[config.mk]
export PLATFORM = sky130hd
export DESIGN_NAME = axi4_lite_slave_regs
export DESIGN_NICKNAME = d
export VERILOG_FILES = /design/src/rtl/axi4_lite_slave_regs.sv
export SDC_FILE = /design/constraint.sdc
export NUM_CORES = 1
export LEC_CHECK = 0
export BUFFER_PORTS_ARGS = -buffer_cell sky130_fd_sc_hd__buf_2
export CORE_MARGIN = 1
export CORE_UTILIZATION = 30
export CTS_CLUSTER_DIAMETER = 40
export DETAILED_ROUTE_END_ITERATION = 8
export PLACE_DENSITY = 0.52
export REMOVE_ABC_BUFFERS = 1
export SYNTH_ARGS = -nofsm -noshare
export SYNTH_HDL_FRONTEND = slang
export SYNTH_SLANG_ARGS = --single-unit
[constraint.sdc]
create_clock -name S_AXI_ACLK -period 2.9 [get_ports S_AXI_ACLK]
set_input_delay 0.29 -clock S_AXI_ACLK [delete_from_list [all_inputs] [get_ports S_AXI_ACLK]]
set_output_delay 0.29 -clock S_AXI_ACLK [all_outputs]
set_load 0.1 [all_outputs]
[src/rtl/axi4_lite_slave_regs.sv]
// AXI4-Lite register bank: NUM_REGS 32-bit CSRs, independent read and write paths.
// Define AXI_SLV_DECERR_EN to answer out-of-range accesses with DECERR instead of OKAY.
module axi4_lite_slave_regs #(
  parameter int C_S_AXI_ADDR_WIDTH = 32,
  parameter int C_S_AXI_DATA_WIDTH = 32,
  parameter int NUM_REGS           = 8
) (
  input  logic                              S_AXI_ACLK,
  input  logic                              S_AXI_ARESETN,
  input  logic [C_S_AXI_ADDR_WIDTH-1:0]     S_AXI_AWADDR,
  input  logic [2:0]                        S_AXI_AWPROT,
  input  logic                              S_AXI_AWVALID,
  output logic                              S_AXI_AWREADY,
  input  logic [C_S_AXI_DATA_WIDTH-1:0]     S_AXI_WDATA,
  input  logic [C_S_AXI_DATA_WIDTH/8-1:0]   S_AXI_WSTRB,
  input  logic                              S_AXI_WVALID,
  output logic                              S_AXI_WREADY,
  output logic [1:0]                        S_AXI_BRESP,
  output logic                              S_AXI_BVALID,
  input  logic                              S_AXI_BREADY,
  input  logic [C_S_AXI_ADDR_WIDTH-1:0]     S_AXI_ARADDR,
  input  logic [2:0]                        S_AXI_ARPROT,
  input  logic                              S_AXI_ARVALID,
  output logic                              S_AXI_ARREADY,
  output logic [C_S_AXI_DATA_WIDTH-1:0]     S_AXI_RDATA,
  output logic [1:0]                        S_AXI_RRESP,
  output logic                              S_AXI_RVALID,
  input  logic                              S_AXI_RREADY,
  output logic [NUM_REGS*32-1:0]            usr_regs,
  output logic [NUM_REGS-1:0]               usr_wr_pulse
);

  localparam int DW     = C_S_AXI_DATA_WIDTH;
  localparam int STRB_W = DW / 8;
  localparam int WA_W   = C_S_AXI_ADDR_WIDTH - 2;
  localparam int IDX_W  = (NUM_REGS > 1) ? $clog2(NUM_REGS) : 1;
  localparam logic [WA_W-1:0] REG_LIMIT   = WA_W'(NUM_REGS);
  localparam logic [1:0]      RESP_OKAY   = 2'b00;
  localparam logic [1:0]      RESP_DECERR = 2'b11;

  typedef enum logic [1:0] {W_IDLE, W_COLLECT, W_RESP} w_state_t;
  typedef enum logic       {R_IDLE, R_DATA}             r_state_t;

  w_state_t            w_state_q, w_state_d;
  r_state_t            r_state_q, r_state_d;
  logic                active_q;
  logic                aw_held_q, w_held_q;
  logic [WA_W-1:0]     aw_word_q;
  logic [DW-1:0]       w_data_q;
  logic [STRB_W-1:0]   w_strb_q;
  logic [1:0]          bresp_q, rresp_q;
  logic [DW-1:0]       rdata_q;
  logic [DW-1:0]       regs_q [NUM_REGS];
  logic [NUM_REGS-1:0] wr_pulse_q;

  logic                aw_fire, w_fire, ar_fire, commit, wr_en;
  logic [WA_W-1:0]     wr_word, rd_word;
  logic [IDX_W-1:0]    wr_idx, rd_idx;
  logic                wr_in_range, rd_in_range;
  logic [DW-1:0]       wr_data;
  logic [STRB_W-1:0]   wr_strb;
  logic                unused_inputs;

  assign unused_inputs = ^{S_AXI_AWPROT, S_AXI_ARPROT, S_AXI_AWADDR[1:0], S_AXI_ARADDR[1:0]};

  // Whichever half arrived earlier comes from the holding register, the other straight from the bus.
  assign aw_fire     = S_AXI_AWVALID && S_AXI_AWREADY;
  assign w_fire      = S_AXI_WVALID && S_AXI_WREADY;
  assign commit      = (aw_held_q || aw_fire) && (w_held_q || w_fire);
  assign wr_word     = aw_held_q ? aw_word_q : S_AXI_AWADDR[C_S_AXI_ADDR_WIDTH-1:2];
  assign wr_data     = w_held_q ? w_data_q : S_AXI_WDATA;
  assign wr_strb     = w_held_q ? w_strb_q : S_AXI_WSTRB;
  assign wr_idx      = wr_word[IDX_W-1:0];
  assign wr_in_range = (wr_word < REG_LIMIT);
  assign wr_en       = commit && wr_in_range;

  assign ar_fire     = S_AXI_ARVALID && S_AXI_ARREADY;
  assign rd_word     = S_AXI_ARADDR[C_S_AXI_ADDR_WIDTH-1:2];
  assign rd_idx      = rd_word[IDX_W-1:0];
  assign rd_in_range = (rd_word < REG_LIMIT);

  // NOTE: sequential state uses non-blocking (<=) so every flop samples pre-edge values.
  always_ff @(posedge S_AXI_ACLK or negedge S_AXI_ARESETN) begin
    if (!S_AXI_ARESETN) begin
      w_state_q <= W_IDLE;
      r_state_q <= R_IDLE;
      active_q  <= 1'b0;
    end else begin
      w_state_q <= w_state_d;
      r_state_q <= r_state_d;
      active_q  <= 1'b1;
    end
  end

  // NOTE: every always_comb output gets a default first so no path can infer a latch.
  always_comb begin
    w_state_d = w_state_q;
    r_state_d = r_state_q;
    case (w_state_q)
      W_IDLE, W_COLLECT: begin
        if (commit)                 w_state_d = W_RESP;
        else if (aw_fire || w_fire) w_state_d = W_COLLECT;
      end
      W_RESP:  if (S_AXI_BREADY) w_state_d = W_IDLE;
      default: w_state_d = W_IDLE;
    endcase
    case (r_state_q)
      R_IDLE:  if (ar_fire) r_state_d = R_DATA;
      R_DATA:  if (S_AXI_RREADY) r_state_d = R_IDLE;
      default: r_state_d = R_IDLE;
    endcase
  end

  // Readies come from flags only, never from same-cycle VALID; all low until out of reset.
  always_comb begin
    S_AXI_AWREADY = active_q && !aw_held_q && (w_state_q != W_RESP);
    S_AXI_WREADY  = active_q && !w_held_q && (w_state_q != W_RESP);
    S_AXI_BVALID  = (w_state_q == W_RESP);
    S_AXI_BRESP   = bresp_q;
    S_AXI_ARREADY = active_q && (r_state_q == R_IDLE);
    S_AXI_RVALID  = (r_state_q == R_DATA);
    S_AXI_RDATA   = rdata_q;
    S_AXI_RRESP   = rresp_q;
  end

  // NOTE: the register bank is reset too: software expects known CSR values at power-up.
  always_ff @(posedge S_AXI_ACLK or negedge S_AXI_ARESETN) begin
    if (!S_AXI_ARESETN) begin
      aw_held_q  <= 1'b0;
      w_held_q   <= 1'b0;
      aw_word_q  <= '0;
      w_data_q   <= '0;
      w_strb_q   <= '0;
      bresp_q    <= RESP_OKAY;
      rresp_q    <= RESP_OKAY;
      rdata_q    <= '0;
      wr_pulse_q <= '0;
      for (int i = 0; i < NUM_REGS; i++) regs_q[i] <= '0;
    end else begin
      aw_held_q <= commit ? 1'b0 : (aw_held_q || aw_fire);
      w_held_q  <= commit ? 1'b0 : (w_held_q || w_fire);
      if (aw_fire) aw_word_q <= S_AXI_AWADDR[C_S_AXI_ADDR_WIDTH-1:2];
      if (w_fire) begin
        w_data_q <= S_AXI_WDATA;
        w_strb_q <= S_AXI_WSTRB;
      end
      if (commit) begin
`ifdef AXI_SLV_DECERR_EN
        bresp_q <= wr_in_range ? RESP_OKAY : RESP_DECERR;
`else
        bresp_q <= RESP_OKAY;
`endif
      end
      for (int i = 0; i < NUM_REGS; i++) begin
        wr_pulse_q[i] <= wr_en && (wr_idx == IDX_W'(i));
        if (wr_en && (wr_idx == IDX_W'(i))) begin
          for (int b = 0; b < STRB_W; b++)
            if (wr_strb[b]) regs_q[i][8*b +: 8] <= wr_data[8*b +: 8];
        end
      end
      // Reads sample regs_q before this edge's write lands, so a same-edge read sees the old value.
      if (ar_fire) begin
        rdata_q <= rd_in_range ? regs_q[rd_idx] : '0;
`ifdef AXI_SLV_DECERR_EN
        rresp_q <= rd_in_range ? RESP_OKAY : RESP_DECERR;
`else
        rresp_q <= RESP_OKAY;
`endif
      end
    end
  end

  for (genvar g = 0; g < NUM_REGS; g++) begin : g_flat
    assign usr_regs[32*g +: 32] = regs_q[g];
  end
  assign usr_wr_pulse = wr_pulse_q;

endmodule

* Word level (Yosys, flattened, before mapping) *
Index checks and enable logic that the tools add are counted.

operators by class
  reduce and logical (&&, ||, !) cells = 59
  equal/unequal tests = 12
  magnitude comparators = 3
  bitwise gates (word level) = 2
  multiplexer cells = 16

operators with widths
  cell                   count
  $mux W32               4
  $bmux W32 S3           1
  $reduce_and A2 Y1      33
  $lt A30 B4 Y1 const B  2
  $mux W30               1
  $logic_and A1 B1 Y1    18
  $eq A3 B3 Y1 const B   4
  $eq A3 B2 Y1 const B   2
  $mux W2                3
  $ge A4 B4 Y1 const B   1
  $mux W1                4
  $mux W4                1
  $not A3 Y4             1
  $pmux W2 S2            1
  $eq A3 B1 Y1 const B   1
  $logic_not A3 Y1       1
  $logic_or A1 B1 Y1     3
  $ne A3 B3 Y1 const B   1
  $eq A2 B1 Y1 const B   1
  $eq A2 B2 Y1 const B   1
  $logic_not A1 Y1       2
  $logic_not A2 Y1       1
  $ne A2 B1 Y1 const B   1
  $ne A2 B2 Y1 const B   1
  other kinds (3)        3

storage, ports and cells
  logic and storage cells = 134
  input bits = 113
  bits in registers = 368

* Logic depth before layout (Yosys ltp) *
  depth after elaboration = 9
  mapped depth = 8
  mapped depth without buffers = 5

* Least setup slack after synthesis *
OpenSTA, ideal clock, no wires.

  path kind = reg-to-reg
  from = register r_state_q, in the netlist S_AXI_RVALID
  to = register rdata_q[0], in the netlist S_AXI_RDATA[0]
  setup slack = -0.581 ns
  setup time = 0.083 ns
  arrival time = 3.398 ns
  cell stages (with the launch flop) = 7
  clock period less this slack = 3.481 ns
  cells stage by stage = dfrtp_1 nor2b_1 nand2_1 nor4_1 nand4_1 clkbuf_1 o21ai_0

on the way
  cells in the longest elaborated chain, start to end = 3

RTL lines
  what                     RTL line  text
  from (decl)              45        r_state_t r_state_q, r_state_d;
  from (signal assigned)   90        r_state_q <= r_state_d;
  $not A1 Y1               -
  $logic_and A1 B1 Y1      120       S_AXI_ARREADY = active_q && (r_state_q == R_IDLE);
  named net S_AXI_ARREADY  24        output logic S_AXI_ARREADY,
  $logic_and A1 B1 Y1      77        assign ar_fire = S_AXI_ARVALID && S_AXI_ARREADY;
  to (signal assigned)     163       rdata_q <= rd_in_range ? regs_q[rd_idx] : '0;
  to (decl)                52        logic [DW-1:0] rdata_q;

The timed path passes the listed nets, and every way through them passes these cells.
A chain may end at the register's enable or synchronous reset.

* Final worst setup path *
  from = register aw_held_q
  to = register regs_q, in the netlist usr_regs[56]

on the way
  cells in the longest elaborated chain, start to end = 9
  elaborated cells between the ends (all ways) = 12
  classes of those cells = order compare: 1; eq/ne: 1; mux: 1; reduce/logical: 9

RTL lines
  what                                                                   RTL line  text
  from (decl)                                                            47        logic aw_held_q, w_held_q;
  from (signal assigned)                                                 140       aw_held_q <= commit ? 1'b0 : (aw_held_q || aw_fire);
  parallel branches: the longest is 7 deep, another holds $lt A30 B4 Y1  -
  $logic_and A1 B1 Y1 *                                                  156       if (wr_en && (wr_idx == IDX_W'(i))) begin
  $reduce_and A2 Y1 (no source line) *                                   -
  to (signal, indexed assignment)                                        158       if (wr_strb[b]) regs_q[i][8*b +: 8] <= wr_data[8*b +: 8];
  to (decl)                                                              53        logic [DW-1:0] regs_q [NUM_REGS];

Mark *: on every way between the ends.

==> flow_summary.toml <==
[run_status]
status = "finished, final reports clean"

[synthesis]
synth_seq_cells = 368
synth_edf_count = 0
synthTopCellsByCount = "368 x dfrtp_1, 358 x mux2_2, 64 x mux4_2"
async_flop_share = 1.00
yosysSeqAreaShare = 0.551
yosysTopAreaCellShare = 0.551
synth.most_common_cell = "dfrtp_1"
syn-cell-area_sq_um = 16700
yosys_warnings = 0
synth_cells = 1057
ys.flop_type = "dfrtp_1"
yosysTopAreaCell = "dfrtp_1"
synthTopCellsByArea = "dfrtp_1 55%, mux2_2 24%, mux4_2 8.6%"
syn_avg_cell_area_sq_um = 15.8
synthDistinctLibCells = 31

[critical_path]
crit_type = "reg -> reg"
cpMostUsedCell = "buf_12"
crit_path_max_fanout = 32
end_kind = "flop"
crit_slowest_cell = "dfrtp_1"
slowest_delay_ns = 0.49
cp.arrival_ns = 3.15
crit_start = "aw_held_q$_DFF_PN0_"
r2r_start = "aw_held_q$_DFF_PN0_"
critPathLaunchType = "flop"
crit_chain = "nor4_1 > nand4_1 > a221o_4 > buf_12 > nor4_4 > buf_12 > mux2_2"
crit_required_ns = 3.34

[drt]
wl_per_cell_microns = 22.7
vias = 11700
postRouteAntennaNets = 0
drtPass1Iterations = 4
via_per_inst = 4.83
wl_mm = 55.0
drtIter0Drc = 468
drc = 0

[timing]
slew_headroom = 0.493
period_needed_ns = 2.71
whs_ns = 0.149
finalSetupViolations = 0
fin_skew_ns = 0.0267
rsz0062_at_grt = "no"
fin_crit_sh = 0.934
maxSlewViolCount = 0
hold_viol = 0
worst_pin_slew_ns = 0.760
setup_ws_ns = 0.191
fmax_ghz = 0.369

[global_route]
overflow = 0
antenna_found_initial = 1
grt_usage = 0.195
grt_pass1_vias = 12500
grt_max_degree = 70
grt_first_pass_wirelength_mm = 81.4

[floorplanning]
num_rows = 86
die_w_microns = 238
die_height_microns = 238
ioPinCount = 418
initial_core_util = 0.303
die-area_sq_um = 56600
core-area_sq_um = 55100

[cts]
cts_tree = "yes"
clkTransAtPathRegs_ns = 0.05
clock_latency_ns = 0.59
root_buffer = "clkbuf_16"
post_cts_buffers = 0
cts_inserted_buffers = 70
cts_max_level = 3
clkSinkCount = 368
cts_buffer_depth = 3

[power_and_ir_drop]
cellLeakagePower_nw = 11.9
ir_worst_vdd_mv = 0.524
cellPowerDensity_nw_per_um2 = 710

[place]
dpl.hpwl_mm = 36.9
gp_congestion = 0.778
numPortBuffers = 403
preCtsSetupSlack_ns = 0.168

[hold_path]
holdCritStartpoint = "S_AXI_WVALID"
hp-class = "in -> reg"

[layout]
diodes = 0
area_growth_pct = 41.5
fin_nets = 1729
drive_gt1_frac = 0.628

[job]
maxCapViolCount = 0
-- registers in the layout (all words and copies together), names as in the netlist --
register	cells
usr_regs	256
S_AXI_RDATA	32
w_data_q	32
aw_word_q	30
usr_wr_pulse	8
w_strb_q	4
w_state_q	2
S_AXI_RVALID	1
active_q	1
aw_held_q	1
w_held_q	1
-- per-layer routing --
layer  vias up  part of all wire  GRT usage
li1       5140                 -          -
met2       328              0.48      0.319
met4         0             0.024     0.0598
met3        95             0.057     0.0533
met1      6104              0.44      0.250
met5         -                 0          0
-- per-stage QoR --
stage	cells	power [mW]	cell area [sq um]	TNS (ns)	utilization
after CTS	2418	17.0	23600	0	0.429
final	2418	16.8	23600	0	0.429
after floorplan	1007	7.54	16500	-349.96	-
after detailed placement	2223	8.57	20500	0	0.373
after global routing	2418	17.5	23600	0	0.429
after global placement	2223	8.49	20500	0	0.373
-- worst max-delay path, delay by kind of cell, from the launching register on --
kind / cells / cell delay, ns
compound gates: 1 / 0.48
simple gates: 3 / 0.81
flops: 1 / 0.49
buf+inv: 2 / 0.40
mux: 1 / 0.35
-- cells in the final DEF, fill, tap and decap left out, types with 2 or more instances in the layout --
cell             n
buf_2          400
clkinv_2         8
nor3_1           3
clkinvlp_4       6
inv_8            2
mux4_2          64
dfrtp_1        367
o21ai_0         33
bufinv_16        7
inv_1            5
inv_6           11
dlygate4sd3_1   69
nand4_1          3
buf_12          46
nor2_1           8
nor4_4          32
nor4b_1          2
nand2_1         47
a31oi_1          2
mux2i_1         34
buf_4           21
nor4_1          25
clkbuf_1         7
clkbuf_8         7
conb_1           5
mux2_2         358
nor2b_1          3
clkbuf_16       72
clkinv_4         5
nand2_2          2
-- logic make-up after synthesis --
kind of cell / count (synthesis) / share of synthesized area
muxes: 456 / 0.348
other: 2 / 0.000450
and+or+nand+nor: 128 / 0.0684
AOI/OAI and AO/OA: 45 / 0.0154
DFF: 368 / 0.551
buffers and inverters: 58 / 0.0164
-- timing repair --
item | CTS | global route
hold endpoints to repair | 127 | 0
hold buffers | 69 | 0
gates resized for setup | 0 | 0
-- path summary, 6_finish.rpt --
kind | to | slack, ns | cells past startpoint
setup / recovery | usr_regs[56]$_DFFE_PN0P_ | 0.19 | 7
hold / removal | w_held_q$_DFF_PN0_ | 0.15 | 3
setup reg to reg | usr_regs[56]$_DFFE_PN0P_ | 0.19 | 7
hold reg to reg | w_state_q[0]$_DFFE_PN0P_ | 0.46 | 1
max in group asynchronous | usr_regs[24]$_DFFE_PN0P_ | 1.82 | 3
min in group asynchronous | aw_word_q[10]$_DFFE_PN0P_ | 0.31 | 2
-- area by class of cell --
type,instances,area (sq um)
Fill cell,5114,31500
Clock inverter,40,474
Timing Repair Buffer,537,3790
Sequential cell,368,9210
Tap cell,748,936
Clock buffer,86,1920
Inverter,5,18.8
Multi-Input combinational cell,634,7280
-- power breakdown --
group	internal [mW]	leakage, nW	switching, mW
clock	5.39	1.17	2.86
combinational	1.03	5.75	1.57
sequential	5.65	4.99	0.285
Note: power is estimated with default switching activity, not from simulation.
